`config.mk`:
```
export PLATFORM = sky130hd
export DESIGN_NAME = pipe_hazard_ctrl_flat
export DESIGN_NICKNAME = d
export VERILOG_FILES = /design/src/rtl/pipe_hazard_ctrl_pkg.sv /design/src/rtl/pipe_hazard_ctrl_if.sv /design/src/rtl/pipe_hazard_ctrl_mdu_seq.sv /design/src/rtl/pipe_hazard_ctrl.sv /design/src/flat_wrapper.sv
export SDC_FILE = /design/constraint.sdc
export NUM_CORES = 1
export LEC_CHECK = 0
export ABC_AREA = 1
export CAP_MARGIN = 20
export CORE_AREA = 3 3 69 52
export DETAILED_ROUTE_END_ITERATION = 10
export DIE_AREA = 0 0 72 55
export PLACE_DENSITY = 0.86
export SYNTH_ARGS = -nofsm -noshare
export SYNTH_HDL_FRONTEND = slang
export SYNTH_HIERARCHICAL = 1
export SYNTH_SLANG_ARGS = --single-unit
```
`constraint.sdc`:
```
create_clock -name clk -period 1.6 [get_ports clk]
set_input_delay 0.32 -clock clk [delete_from_list [all_inputs] [get_ports clk]]
set_output_delay 0.32 -clock clk [all_outputs]
set_load 0.02 [all_outputs]
```
`src/rtl/pipe_hazard_ctrl_pkg.sv`:
```
// Shared definitions for the pipeline hazard controller: forward selects,
// MDU sequencer state encoding, default MDU latencies and a register-match helper.
package pipe_hazard_ctrl_pkg;

    localparam logic [1:0] FWD_RF = 2'b00;
    localparam logic [1:0] FWD_W  = 2'b01;
    localparam logic [1:0] FWD_M  = 2'b10;

    localparam int MUL_LAT_DEF = 4;
    localparam int DIV_LAT_DEF = 32;

    typedef enum logic [1:0] {
        MDU_IDLE = 2'b00,
        MDU_BUSY = 2'b01,
        MDU_WB   = 2'b10
    } mdu_state_e;

    // $zero is hardwired, so it never creates a dependency.
    function automatic logic reg_match(input logic [4:0] a, input logic [4:0] b);
        return (a != 5'd0) && (a == b);
    endfunction

endpackage

```
`src/rtl/pipe_hazard_ctrl_if.sv`:
```
// Pipeline-to-hazard-unit signal bundle. The pipeline (master) drives stage
// register/control info; the hazard unit (slave) returns stall, flush, forward and MDU status.
interface pipe_hazard_ctrl_if;
    import pipe_hazard_ctrl_pkg::*;

    logic [4:0] rsD, rtD, rsE, rtE;
    logic [4:0] writeregE, writeregM, writeregW;
    logic       regwriteE, regwriteM, regwriteW;
    logic       memtoregE, memtoregM;
    logic       branchD;
    logic       mdu_startD, mdu_readD;
    logic       mdu_startE, mdu_divE;

    logic       stallF, stallD, flushE;
    logic       forwardAD, forwardBD;
    logic [1:0] forwardAE, forwardBE;
    logic       mdu_busy, mdu_we;
    mdu_state_e mdu_state;

    // Outputs are purely level signals with no handshake: the pipeline applies
    // stall/flush/forward in the same cycle they are presented.
    modport master (
        output rsD, rtD, rsE, rtE, writeregE, writeregM, writeregW,
        output regwriteE, regwriteM, regwriteW, memtoregE, memtoregM,
        output branchD, mdu_startD, mdu_readD, mdu_startE, mdu_divE,
        input  stallF, stallD, flushE, forwardAD, forwardBD,
        input  forwardAE, forwardBE, mdu_busy, mdu_we, mdu_state
    );

    modport slave (
        input  rsD, rtD, rsE, rtE, writeregE, writeregM, writeregW,
        input  regwriteE, regwriteM, regwriteW, memtoregE, memtoregM,
        input  branchD, mdu_startD, mdu_readD, mdu_startE, mdu_divE,
        output stallF, stallD, flushE, forwardAD, forwardBD,
        output forwardAE, forwardBE, mdu_busy, mdu_we, mdu_state
    );

endinterface

```
`src/rtl/pipe_hazard_ctrl_mdu_seq.sv`:
```
// Multiply/divide occupancy sequencer: IDLE/BUSY/WB FSM with a 5-bit down-counter
// that strobes the HI/LO write LAT-1 cycles after the op enters execute.
module mdu_seq
    import pipe_hazard_ctrl_pkg::*;
#(
    parameter int MUL_LAT = MUL_LAT_DEF,
    parameter int DIV_LAT = DIV_LAT_DEF
) (
    input  logic       clk,
    input  logic       rst,
    input  logic       i_start,
    input  logic       i_div,
    output logic       o_busy,
    output logic       o_we,
    output mdu_state_e o_state
);

    localparam logic [4:0] MUL_LOAD = 5'(MUL_LAT - 2);
    localparam logic [4:0] DIV_LOAD = 5'(DIV_LAT - 2);

    mdu_state_e r_state, w_state_next;
    logic [4:0] r_cnt, w_cnt_next;
    logic [4:0] w_load;

    assign w_load = i_div ? DIV_LOAD : MUL_LOAD;

    always_ff @(posedge clk) begin
        if (rst) begin
            r_state <= MDU_IDLE;
            r_cnt   <= 5'd0;
        end else begin
            r_state <= w_state_next;
            r_cnt   <= w_cnt_next;
        end
    end

    // cnt holds the BUSY cycles still to run; a zero load (LAT=2) goes straight to WB.
    always_comb begin
        w_state_next = r_state;
        w_cnt_next   = r_cnt;
        case (r_state)
            MDU_IDLE, MDU_WB: begin
                if (i_start) begin
                    w_cnt_next   = w_load;
                    w_state_next = (w_load == 5'd0) ? MDU_WB : MDU_BUSY;
                end else begin
                    w_state_next = MDU_IDLE;
                end
            end
            MDU_BUSY: begin
                w_cnt_next = r_cnt - 5'd1;
                if (r_cnt <= 5'd1) begin
                    w_cnt_next   = 5'd0;
                    w_state_next = MDU_WB;
                end
            end
            default: begin
                w_state_next = MDU_IDLE;
                w_cnt_next   = 5'd0;
            end
        endcase
    end

    assign o_busy  = (r_state != MDU_IDLE);
    assign o_we    = (r_state == MDU_WB) && !rst;
    assign o_state = r_state;

endmodule

```
`src/rtl/pipe_hazard_ctrl.sv`:
```
// Hazard controller for the 5-stage MIPS pipeline: load-use/branch/MDU stalls and
// M/W forwarding. Define HAZ_BRANCH_FWD_EN to enable M-stage forwarding into decode.
module pipe_hazard_ctrl
    import pipe_hazard_ctrl_pkg::*;
#(
    parameter int MUL_LAT = MUL_LAT_DEF,
    parameter int DIV_LAT = DIV_LAT_DEF
) (
    input logic              clk,
    input logic              rst,
    pipe_hazard_ctrl_if.slave hz
);

    mdu_state_e w_mdu_state;
    logic       w_mdu_busy, w_mdu_we;
    logic       w_match_e, w_match_m, w_brsrc_m;
    logic       w_lwstall, w_brstall, w_mdustall, w_stall;
    logic       w_fwd_ad, w_fwd_bd;

    mdu_seq #(
        .MUL_LAT (MUL_LAT),
        .DIV_LAT (DIV_LAT)
    ) u_mdu_seq (
        .clk     (clk),
        .rst     (rst),
        .i_start (hz.mdu_startE),
        .i_div   (hz.mdu_divE),
        .o_busy  (w_mdu_busy),
        .o_we    (w_mdu_we),
        .o_state (w_mdu_state)
    );

    assign w_match_e = reg_match(hz.writeregE, hz.rsD) || reg_match(hz.writeregE, hz.rtD);
    assign w_match_m = reg_match(hz.writeregM, hz.rsD) || reg_match(hz.writeregM, hz.rtD);

`ifdef HAZ_BRANCH_FWD_EN
    // ALU results in M are forwarded to decode; only a load in M must wait.
    assign w_brsrc_m = hz.memtoregM;
    assign w_fwd_ad  = hz.regwriteM && reg_match(hz.writeregM, hz.rsD);
    assign w_fwd_bd  = hz.regwriteM && reg_match(hz.writeregM, hz.rtD);
`else
    logic w_unused_memtoregM;
    assign w_unused_memtoregM = hz.memtoregM;
    assign w_brsrc_m = hz.regwriteM;
    assign w_fwd_ad  = 1'b0;
    assign w_fwd_bd  = 1'b0;
`endif

    assign w_lwstall  = hz.memtoregE && w_match_e;
    assign w_brstall  = hz.branchD && ((hz.regwriteE && w_match_e) || (w_brsrc_m && w_match_m));
    assign w_mdustall = (hz.mdu_readD || hz.mdu_startD) &&
                        ((w_mdu_state == MDU_BUSY) || ((w_mdu_state == MDU_IDLE) && hz.mdu_startE));
    assign w_stall    = w_lwstall || w_brstall || w_mdustall;

    always_comb begin
        hz.stallF    = 1'b0;
        hz.stallD    = 1'b0;
        hz.flushE    = 1'b1;
        hz.forwardAD = 1'b0;
        hz.forwardBD = 1'b0;
        hz.forwardAE = FWD_RF;
        hz.forwardBE = FWD_RF;
        if (!rst) begin
            hz.stallF    = w_stall;
            hz.stallD    = w_stall;
            hz.flushE    = w_stall;
            hz.forwardAD = w_fwd_ad;
            hz.forwardBD = w_fwd_bd;
            if (hz.regwriteM && reg_match(hz.writeregM, hz.rsE))
                hz.forwardAE = FWD_M;
            else if (hz.regwriteW && reg_match(hz.writeregW, hz.rsE))
                hz.forwardAE = FWD_W;
            if (hz.regwriteM && reg_match(hz.writeregM, hz.rtE))
                hz.forwardBE = FWD_M;
            else if (hz.regwriteW && reg_match(hz.writeregW, hz.rtE))
                hz.forwardBE = FWD_W;
        end
    end

    assign hz.mdu_busy  = w_mdu_busy;
    assign hz.mdu_we    = w_mdu_we;
    assign hz.mdu_state = w_mdu_state;

endmodule

```
`src/flat_wrapper.sv`:
```
// flat-port wrapper written by rule: the top's interface ports become plain ports
module pipe_hazard_ctrl_flat import pipe_hazard_ctrl_pkg::*;
#(
    parameter int MUL_LAT = MUL_LAT_DEF,
    parameter int DIV_LAT = DIV_LAT_DEF
)
  (clk, rst, hz_rsD, hz_rtD, hz_rsE, hz_rtE, hz_writeregE, hz_writeregM, hz_writeregW, hz_regwriteE, hz_regwriteM, hz_regwriteW, hz_memtoregE, hz_memtoregM, hz_branchD, hz_mdu_startD, hz_mdu_readD, hz_mdu_startE, hz_mdu_divE, hz_stallF, hz_stallD, hz_flushE, hz_forwardAD, hz_forwardBD, hz_forwardAE, hz_forwardBE, hz_mdu_busy, hz_mdu_we, hz_mdu_state);
  pipe_hazard_ctrl_if hz_i ();
  input logic clk;
  input logic rst;
  input wire logic [$bits(hz_i.rsD)-1:0] hz_rsD;
  input wire logic [$bits(hz_i.rtD)-1:0] hz_rtD;
  input wire logic [$bits(hz_i.rsE)-1:0] hz_rsE;
  input wire logic [$bits(hz_i.rtE)-1:0] hz_rtE;
  input wire logic [$bits(hz_i.writeregE)-1:0] hz_writeregE;
  input wire logic [$bits(hz_i.writeregM)-1:0] hz_writeregM;
  input wire logic [$bits(hz_i.writeregW)-1:0] hz_writeregW;
  input wire logic [$bits(hz_i.regwriteE)-1:0] hz_regwriteE;
  input wire logic [$bits(hz_i.regwriteM)-1:0] hz_regwriteM;
  input wire logic [$bits(hz_i.regwriteW)-1:0] hz_regwriteW;
  input wire logic [$bits(hz_i.memtoregE)-1:0] hz_memtoregE;
  input wire logic [$bits(hz_i.memtoregM)-1:0] hz_memtoregM;
  input wire logic [$bits(hz_i.branchD)-1:0] hz_branchD;
  input wire logic [$bits(hz_i.mdu_startD)-1:0] hz_mdu_startD;
  input wire logic [$bits(hz_i.mdu_readD)-1:0] hz_mdu_readD;
  input wire logic [$bits(hz_i.mdu_startE)-1:0] hz_mdu_startE;
  input wire logic [$bits(hz_i.mdu_divE)-1:0] hz_mdu_divE;
  output wire logic [$bits(hz_i.stallF)-1:0] hz_stallF;
  output wire logic [$bits(hz_i.stallD)-1:0] hz_stallD;
  output wire logic [$bits(hz_i.flushE)-1:0] hz_flushE;
  output wire logic [$bits(hz_i.forwardAD)-1:0] hz_forwardAD;
  output wire logic [$bits(hz_i.forwardBD)-1:0] hz_forwardBD;
  output wire logic [$bits(hz_i.forwardAE)-1:0] hz_forwardAE;
  output wire logic [$bits(hz_i.forwardBE)-1:0] hz_forwardBE;
  output wire logic [$bits(hz_i.mdu_busy)-1:0] hz_mdu_busy;
  output wire logic [$bits(hz_i.mdu_we)-1:0] hz_mdu_we;
  output wire logic [$bits(hz_i.mdu_state)-1:0] hz_mdu_state;
  assign hz_i.rsD = hz_rsD;
  assign hz_i.rtD = hz_rtD;
  assign hz_i.rsE = hz_rsE;
  assign hz_i.rtE = hz_rtE;
  assign hz_i.writeregE = hz_writeregE;
  assign hz_i.writeregM = hz_writeregM;
  assign hz_i.writeregW = hz_writeregW;
  assign hz_i.regwriteE = hz_regwriteE;
  assign hz_i.regwriteM = hz_regwriteM;
  assign hz_i.regwriteW = hz_regwriteW;
  assign hz_i.memtoregE = hz_memtoregE;
  assign hz_i.memtoregM = hz_memtoregM;
  assign hz_i.branchD = hz_branchD;
  assign hz_i.mdu_startD = hz_mdu_startD;
  assign hz_i.mdu_readD = hz_mdu_readD;
  assign hz_i.mdu_startE = hz_mdu_startE;
  assign hz_i.mdu_divE = hz_mdu_divE;
  assign hz_stallF = hz_i.stallF;
  assign hz_stallD = hz_i.stallD;
  assign hz_flushE = hz_i.flushE;
  assign hz_forwardAD = hz_i.forwardAD;
  assign hz_forwardBD = hz_i.forwardBD;
  assign hz_forwardAE = hz_i.forwardAE;
  assign hz_forwardBE = hz_i.forwardBE;
  assign hz_mdu_busy = hz_i.mdu_busy;
  assign hz_mdu_we = hz_i.mdu_we;
  assign hz_mdu_state = hz_i.mdu_state;
  pipe_hazard_ctrl #(.MUL_LAT(MUL_LAT), .DIV_LAT(DIV_LAT)) u_core (.clk(clk), .rst(rst), .hz(hz_i));
endmodule
```
After elaboration in Yosys (flattened, before gate mapping)

Index checks and enable logic that the tools add are counted.

Latch bits: 0
RAM bits: 0
Flip-flop bits (word level): 7
ROM bits: 0
Logic and storage cells: 66
Output and inout port bits: 13
Memories: 0

Equal/unequal tests: 12
Bitwise logic cells: 0
Add/subtract/negate cells: 1
Magnitude comparators: 1
Shift operators: 0
Reductions and logical operators: 34
Multiplexer cells: 16
Multipliers: 0
Div/mod/pow operators: 0

Operators with widths:

| kind                | count |
|---|---|
| $eq 5x5->1          | 8 |
| $logic_and 1x1->1   | 19 |
| $mux 5              | 3 |
| $reduce_bool 5->1   | 3 |
| $mux 2              | 7 |
| $pmux 5 s2          | 1 |
| $logic_or 1x1->1    | 7 |
| $le 5x1->1 const B  | 1 |
| $logic_not 5->1     | 1 |
| $sub 5x1->5 const B | 1 |
| $mux 1              | 4 |
| $ne 2x2->1 const B  | 2 |
| $pmux 2 s2          | 1 |
| $eq 2x1->1 const B  | 1 |
| $eq 2x2->1 const B  | 1 |
| $logic_not 2->1     | 1 |
| $reduce_bool 2->1   | 1 |
| $reduce_or 2->1     | 1 |
| $logic_not 1->1     | 1 |

Depth between registers and ports, before layout

Gate-level depths: netlist of run 1.

Depth in word-level cells: 9
Mapped depth: 12
Mapped depth without buffers: 10

Modules after synthesis

Netlist of run 1, hierarchy kept.

Modules (own cells, without submodules):

| module           | sequential area each (um^2) | instances | area an instance (um^2) | cells an instance |
|---|---|---|---|---|
| pipe_hazard_ctrl | 0.0                         | 1         | 773.2                   | 167 |
| mdu_seq          | 140.1                       | 1         | 432.9                   | 61 |

Worst setup path before layout of run 1

No wires, ideal clock.

Path kind: input -> output
From: input port hz_writeregM[2]
To: output port hz_stallF
Slack: 0.008 ns
Arrival time: 1.272 ns
Data required time: 1.280 ns
Stages on the path: 10
Path through: buf_6 > nor3_2 > nand3_1 > nand3_1 > inv_2 > nand2_2 > nand3_2 > nand2_1 > inv_1 > buf_4

Cells in the longest elaborated chain, start to end: 9

RTL lines:

| item                                            | RTL line                   | text |
|---|---|---|
| from (decl)                                     | flat_wrapper.sv:16         | `input wire logic [$bits(hz_i.writeregM)-1:0] hz_writeregM;` |
| $eq 5x5->1 or $reduce_bool 5->1 (tied branches) | pipe_hazard_ctrl_pkg.sv:20 | `return (a != 5'd0) && (a == b);` |
| $logic_and 1x1->1                               | pipe_hazard_ctrl_pkg.sv:20 |  |
| $logic_or 1x1->1 (*)                            | pipe_hazard_ctrl.sv:34     | `assign w_match_m = reg_match(hz.writeregM, hz.rsD) \|\| reg_match(hz.writeregM, hz.rtD);` |
| $logic_and 1x1->1 (*)                           | pipe_hazard_ctrl.sv:50     | `assign w_brstall = hz.branchD && ((hz.regwriteE && w_match_e) \|\| (w_brsrc_m && w_match_m));` |
| $logic_or 1x1->1 (*)                            | pipe_hazard_ctrl.sv:50     |  |
| $logic_and 1x1->1 (*)                           | pipe_hazard_ctrl.sv:50     |  |
| $logic_or 1x1->1 (*) (2 in series)              | pipe_hazard_ctrl.sv:53     | `assign w_stall = w_lwstall \|\| w_brstall \|\| w_mdustall;` |
| $mux 1 (*)                                      | --                         |  |
| to (decl)                                       | flat_wrapper.sv:28         | `output wire logic [$bits(hz_i.stallF)-1:0] hz_stallF;` |

Every way passes the cells marked *; elsewhere a longest branch is shown, timed or not.

Final worst setup path of run 1

From: input port hz_writeregE[2]
To: output port hz_stallF

Cells in the longest elaborated chain, start to end: 9

RTL lines:

| item                                            | RTL line                   | text |
|---|---|---|
| from (decl)                                     | flat_wrapper.sv:15         | `input wire logic [$bits(hz_i.writeregE)-1:0] hz_writeregE;` |
| $eq 5x5->1 or $reduce_bool 5->1 (tied branches) | pipe_hazard_ctrl_pkg.sv:20 |  |
| $logic_and 1x1->1                               | pipe_hazard_ctrl_pkg.sv:20 |  |
| $logic_or 1x1->1 (*)                            | pipe_hazard_ctrl.sv:33     | `assign w_match_e = reg_match(hz.writeregE, hz.rsD) \|\| reg_match(hz.writeregE, hz.rtD);` |
| $logic_and 1x1->1                               | pipe_hazard_ctrl.sv:50     |  |
| $logic_or 1x1->1                                | pipe_hazard_ctrl.sv:50     |  |
| $logic_and 1x1->1                               | pipe_hazard_ctrl.sv:50     |  |
| $logic_or 1x1->1 (*) (2 in series)              | pipe_hazard_ctrl.sv:53     |  |
| $mux 1 (*)                                      | pipe_hazard_ctrl.sv:63     | `if (!rst) begin` |

Marks and branches as above.

==> impl_metrics.py, run 1 <==
metrics = {
    "drt": {
        "viasPerCell": 5.13,
        "vias": 1745,
        "dr.pass1.iters": 5,
        "wl_um": 4690,
        "wire_per_inst_um": 13.8,
        "drc": 0,
        "drt_iter0_markers": 146,
        "antenna_left": 0,
    },
    "synth": {
        "yosysSeqAreaShare": 0.116,
        "synth_edf_count": 0,
        "yosys-top-cells-area": "nand2_1 (26%), dfxtp_1 (12%), inv_1 (11%)",
        "synth_flop_cell": "dfxtp_1",
        "yosys_warnings": 6,
        "synth_cell_types": 31,
        "yosysTopAreaCell": "nand2_1",
        "postSynthCellCount": 228,
        "synthArstFlopShare": 0,
        "netlist_top_cells_count": "nand2_1 (85), inv_1 (35), nor2_1 (20)",
        "synth.most_common_cell": "nand2_1",
        "synth_area_um2": 1210,
        "avgSynthCellArea_um2": 5.29,
        "ys_ff_latch": 7,
        "synth_top_cell_area_share": 0.265,
    },
    "pwr": {
        "combPwrFrac": 0.569,
        "power.total_mw": 1.09,
        "switchingPower_mw": 0.451,
        "p_per_area_nw_per_um2": 536,
        "power.clock.fraction": 0.231,
        "ir_drop_v": 0.000308,
        "leakagePower_nw": 1.09,
        "p_seq_frac": 0.200,
        "internal-power_mw": 0.637,
        "switching_share": 0.414,
    },
    "sta": {
        "skew_ns": 0.00228,
        "final-setup-viol-count": 0,
        "drv_slew": 0,
        "setup_slack_ns": 0.00843,
        "timing.fmax_ghz": 0.628,
        "hold_viol": 0,
        "post-route-period-util": 0.995,
        "rsz0062_at_grt": "true",
        "holdWs_ns": 0.480,
        "min_period_ns": 1.59,
    },
    "hold_path": {
        "min_path_type": "in -> reg",
    },
    "flow_run": {
        "maxCapViolations": 0,
    },
    "setup_path": {
        "cp_top_family": "buffers and inverters",
        "cp-end-kind": "primary output",
        "critPathMaxStageDelay_ns": 0.15,
        "start_kind": "input pin",
        "worstPathCellList": "buf_4 > inv_4 > buf_6 > nand4_1 > o22ai_1 > inv_1 > nand2_2 > nand3_2 > nand2_2 > inv_2 > buf_6",
        "cp_data_arrival_time_ns": 1.27,
        "required_ns": 1.28,
        "slowest_stage": "o22ai_1",
        "cp_num_buf_inv": 6,
        "crit_type": "in -> out",
        "critPathMaxFanout": 3,
    },
    "place": {
        "placed_area_um2": 1890,
        "port_buffers": 56,
        "dp_hpwl_um": 3420,
        "dp_slack_ns": -0.965,
        "place_congestion": 0.870,
    },
    "cts": {
        "cts_hold_buf": 0,
        "numCtsBuffers": 3,
        "cts_sinks": 7,
        "htreeDepth": 1,
        "cts-root-buf": "clkbuf_8",
        "clk_pin_slew_worst_paths_ns": 0.04,
        "cts_buffer_depth": 2,
        "cts_tree": "built",
        "worst_skew_pair.late_latency_ns": 0.23,
    },
    "floorplanning": {
        "rows": 17,
        "die_h_um": 55,
        "pin_count": 60,
        "die_x_um": 72,
        "start_util": 0.397,
        "die_area_um2": 3960,
        "core_um2": 3040,
    },
    "global_route": {
        "grt_overflow_total": 0,
        "grtUsageMet1": 0.302,
        "track_usage": 0.228,
        "grt_pass1_wl_um": 7030,
        "met2_usage": 0.402,
        "gr-usage-met3": 0.0307,
        "antenna_found_initial": 0,
        "grt_max_degree": 11,
        "grt_busiest_layer": "met2",
        "grt_pass1_vias": 1547,
    },
    "cells_and_area": {
        "area_growth_syn_to_layout_pct": 68.4,
        "final_nets": 352,
        "n_antenna_cell": 0,
        "stdcell_area_um2": 2030,
        "fillers": 282,
        "drive_gt1_frac": 0.444,
    },
    "run_status": {
        "outcome": "complete, no violations",
    },
}
==> power groups by stage <==
| stage | registers, mW | logic, mW | clock network [mW] |
|---|---|---|---|
| 2_1_floorplan | 0.225 | 0.293 | 0 |
| 3_3_place_gp | 0.217 | 0.550 | 0 |
| 3_5_place_dp | 0.219 | 0.562 | 0 |
| 4_1_cts | 0.217 | 0.572 | 0.255 |
| 5_1_grt | 0.220 | 0.669 | 0.267 |
| 6_report | 0.218 | 0.619 | 0.251 |
==> worst paths after layout <==
kind / start / to / slack [ns] / cells past startpoint
worst max-delay path: hz_writeregE[2] / hz_stallF / 0.008 / 11
worst max register to register: u_core/u_mdu_seq/o_state[0] / u_core/u_mdu_seq/r_cnt[4] / 0.24 / 10
worst min-delay path: rst / u_core/u_mdu_seq/r_cnt[2] / 0.48 / 3
worst min register to register: u_core/u_mdu_seq/r_cnt[0] / u_core/u_mdu_seq/r_cnt[0] / 0.52 / 1
==> cells by family (layout without fill, tap and decap cells) <==
logic type | count (synthesis) | count (layout) | share of synthesized area
buffers and inverters | 47 | 120 | 0.162
AOI/OAI and AO/OA | 29 | 29 | 0.155
xor gates and xnor gates | 9 | 9 | 0.0653
and+or+nand+nor | 133 | 133 | 0.478
DFF | 7 | 7 | 0.116
other | 1 | 2 | 0.00311
adders and majority gates | 2 | 2 | 0.0207
==> sequential cells by signal, indices dropped and copies added, names as in the netlist <==
| signal | flops |
|---|---|
| u_core/u_mdu_seq/r_cnt | 5 |
| u_core/u_mdu_seq/o_state | 2 |
==> through the flow <==
stage,TNS [ns],utilization,cells
after global placement,-6.61,0.622,333
after CTS,-0.00191,0.655,340
final,0,0.668,340
after detailed placement,-6.73,0.622,333
after floorplan,0,-,229
after global routing,-0.164,0.668,340
==> cell type report <==
cell class / instances / area [um2] / share of cell area
well taps: 38 / 47.5 / 0.0234
multi-input cells: 175 / 1070 / 0.527
inverters: 42 / 170 / 0.0838
repair buffers: 74 / 557 / 0.274
flip-flops and latches: 7 / 140 / 0.0690
clock buffers: 4 / 45.0 / 0.0222
==> routing by layer <==
metal,share of wire,up-vias
met5,0,-
met4,0.0085,0
met1,0.42,794
met3,0.065,8
li1,-,863
met2,0.51,80
==> cells in the final DEF, fill, tap and decap left out, types with 4 or more instances in the layout <==
| cell | n |
|---|---|
| o21ai_0 | 4 |
| dfxtp_1 | 7 |
| a21oi_2 | 7 |
| inv_2 | 18 |
| dlygate4sd2_1 | 8 |
| nand3_2 | 4 |
| buf_4 | 22 |
| inv_4 | 5 |
| nand2_1 | 77 |
| buf_6 | 9 |
| nand2_2 | 8 |
| nand3_1 | 6 |
| xor2_1 | 4 |
| nor2_1 | 16 |
| o21ai_2 | 4 |
| inv_1 | 19 |
| clkbuf_2 | 9 |
| buf_2 | 20 |
==> timing repair <==
action | CTS | global route
buffers inserted | 3 | 0
gates resized for setup | 216 | 60
pin swaps | 37 | 33
endpoints found under the setup margin | 11 | 8
==> worst reg2reg max path: stages (launching register included) <==
cell,delay [ns]
dfxtp_1,0.33
buf_4,0.13
inv_2,0.04
buf_4,0.15
nor2_4,0.11
nand3_2,0.10
nand2_4,0.11
nand2_1,0.07
nand2_1,0.06
nand2_1,0.07
a21oi_2,0.13
Power figures use the tool's default switching activity.
==> run 2: changes to the inputs <==
CAP_MARGIN = unset   (was 20)
TNS_END_PERCENT = 50   (was unset)
==> impl_metrics.py, run 2 (synthesized netlist as in run 1, its figures left out) <==
metrics = {
    "sta": {
        "drv_slew": 0,
        "setup_slack_ns": 0.00404,
        "min_period_ns": 1.60,
        "skew_ns": 0.00198,
        "final-setup-viol-count": 0,
        "timing.fmax_ghz": 0.627,
        "rsz0062_at_grt": "true",
        "post-route-period-util": 0.997,
        "holdWs_ns": 0.483,
        "setup-tns-final_ns": 0,
        "hold_viol": 0,
    },
    "cts": {
        "htreeDepth": 1,
        "cts_hold_buf": 0,
        "cts_tree": "built",
        "cts-root-buf": "clkbuf_8",
        "cts_buffer_depth": 2,
        "numCtsBuffers": 3,
        "clk_pin_slew_worst_paths_ns": 0.04,
        "cts_sinks": 7,
        "worst_skew_pair.late_latency_ns": 0.23,
    },
    "place": {
        "port_buffers": 56,
        "dp_slack_ns": -0.965,
        "dp_hpwl_um": 3420,
        "place_congestion": 0.870,
    },
    "cells_and_area": {
        "largest_register_ffs": 5,
        "final_cell_mix": "nand2_1 (77), buf_4 (23), inv_1 (19)",
        "area_growth_syn_to_layout_pct": 69.2,
        "final_nets": 352,
        "regArea_um2": 140,
        "largest-register": "u_core/u_mdu_seq/r_cnt",
        "layout_commonest_cell": "nand2_1",
        "n_antenna_cell": 0,
        "fillers": 273,
        "drive_gt1_frac": 0.437,
        "multi_input_area_um2": 1070,
    },
    "setup_path": {
        "cp-end-kind": "primary output",
        "cp_top_family": "buffers and inverters",
        "r2r_start": "u_core/u_mdu_seq/o_state[0]",
        "regToRegSetupSlack_ns": 0.24,
        "required_ns": 1.28,
        "crit_type": "in -> out",
        "reg2reg_to": "u_core/u_mdu_seq/r_cnt[4]",
        "cp_data_arrival_time_ns": 1.28,
        "worstPathCellList": "buf_4 > inv_4 > buf_6 > nand4_1 > o22ai_1 > inv_1 > nand2_2 > nand3_2 > nand2_2 > inv_2 > buf_6",
        "critical_path.startpoint": "hz_writeregE[0]",
        "critPathMaxStageDelay_ns": 0.15,
        "cp_num_buf_inv": 6,
        "cp.depth": 11,
        "crit_path_end": "hz_stallF",
        "start_kind": "input pin",
        "critPathMaxFanout": 3,
        "rr_worst_depth": 10,
        "slowest_stage": "o22ai_1",
    },
    "hold_path": {
        "min_path_type": "in -> reg",
    },
    "drt": {
        "drc": 0,
        "wire_per_inst_um": 13.6,
        "drt_iter0_markers": 127,
        "antenna_left": 0,
        "viasPerCell": 5.02,
        "wl_um": 4620,
        "vias": 1707,
        "dr.pass1.iters": 4,
    },
    "floorplanning": {
        "die_x_um": 72,
        "pin_count": 60,
        "rows": 17,
        "die_h_um": 55,
        "start_util": 0.397,
        "core_um2": 3040,
        "die_area_um2": 3960,
    },
    "pwr": {
        "leakagePower_nw": 1.09,
        "p_per_area_nw_per_um2": 532,
        "ir_drop_v": 0.000306,
    },
    "global_route": {
        "grt_overflow_total": 0,
        "antenna_found_initial": 0,
        "grt_pass1_vias": 1542,
        "grt_max_degree": 11,
        "track_usage": 0.225,
        "grt_pass1_wl_um": 6940,
    },
    "flow_run": {
        "maxCapViolations": 0,
    },
    "run_status": {
        "outcome": "complete, no violations",
    },
}
run 2: routing by layer:
metal,vias to the layer above,wire length [um],track usage
met5,-,0,0
met4,0,51,0.0375
met3,10,269,0.0361
met2,68,2310,0.401
met1,767,1990,0.296
li1,862,-,-
run 2: what timing repair did:
| action | 4_1_cts | 5_1_grt |
|---|---|---|
| gates resized for setup | 211 | 63 |
| pin swaps | 36 | 31 |
| buffers inserted | 3 | 0 |
| endpoints found under the setup margin | 11 | 8 |
run 2: worst min-delay path by stage:
stage | depth (start not counted) | slack (ns) | startpoint | end
global placement | 1 | 0.49 | u_core/u_mdu_seq/r_cnt[0] | u_core/u_mdu_seq/r_cnt[0]
finish | 3 | 0.48 | rst | u_core/u_mdu_seq/r_cnt[2]
floorplan | 1 | 0.47 | u_core/u_mdu_seq/r_cnt[0] | u_core/u_mdu_seq/r_cnt[0]
CTS | 2 | 0.52 | u_core/u_mdu_seq/r_cnt[4] | u_core/u_mdu_seq/r_cnt[4]
global route | 3 | 0.48 | rst | u_core/u_mdu_seq/r_cnt[2]
detailed placement | 2 | 0.51 | u_core/u_mdu_seq/r_cnt[4] | u_core/u_mdu_seq/r_cnt[4]
run 2: area by class of cell:
| cell class | instances | share of cell area |
|---|---|---|
| Sequential cell | 7 | 0.0687 |
| Inverter | 42 | 0.0834 |
| Timing Repair Buffer | 74 | 0.280 |
| Tap cell | 38 | 0.0233 |
| Multi-Input combinational cell | 175 | 0.523 |
| Clock buffer | 4 | 0.0221 |
run 2: worst reg2reg max path, stage by stage, from the launching register on:
cell,delay [ns]
dfxtp_1,0.33
buf_4,0.13
inv_2,0.04
buf_4,0.15
nor2_4,0.11
nand3_2,0.10
nand2_4,0.11
nand2_1,0.06
nand2_1,0.06
nand2_1,0.07
a21oi_2,0.13
run 2: through the flow:
stage                     cell area [um2]  total power [mW]  cells   util
after CTS                            1990              1.04    340  0.653
after detailed placement             1890             0.781    333  0.622
after global routing                 2040              1.16    340  0.671
after global placement               1890             0.767    333  0.622
final                                2040              1.09    340  0.671
after floorplan                      1210             0.518    229      -
run 2: power by group:
group          switching (mW)  internal, mW
clock network          0.0782         0.173
registers              0.0208         0.196
logic                   0.349         0.270
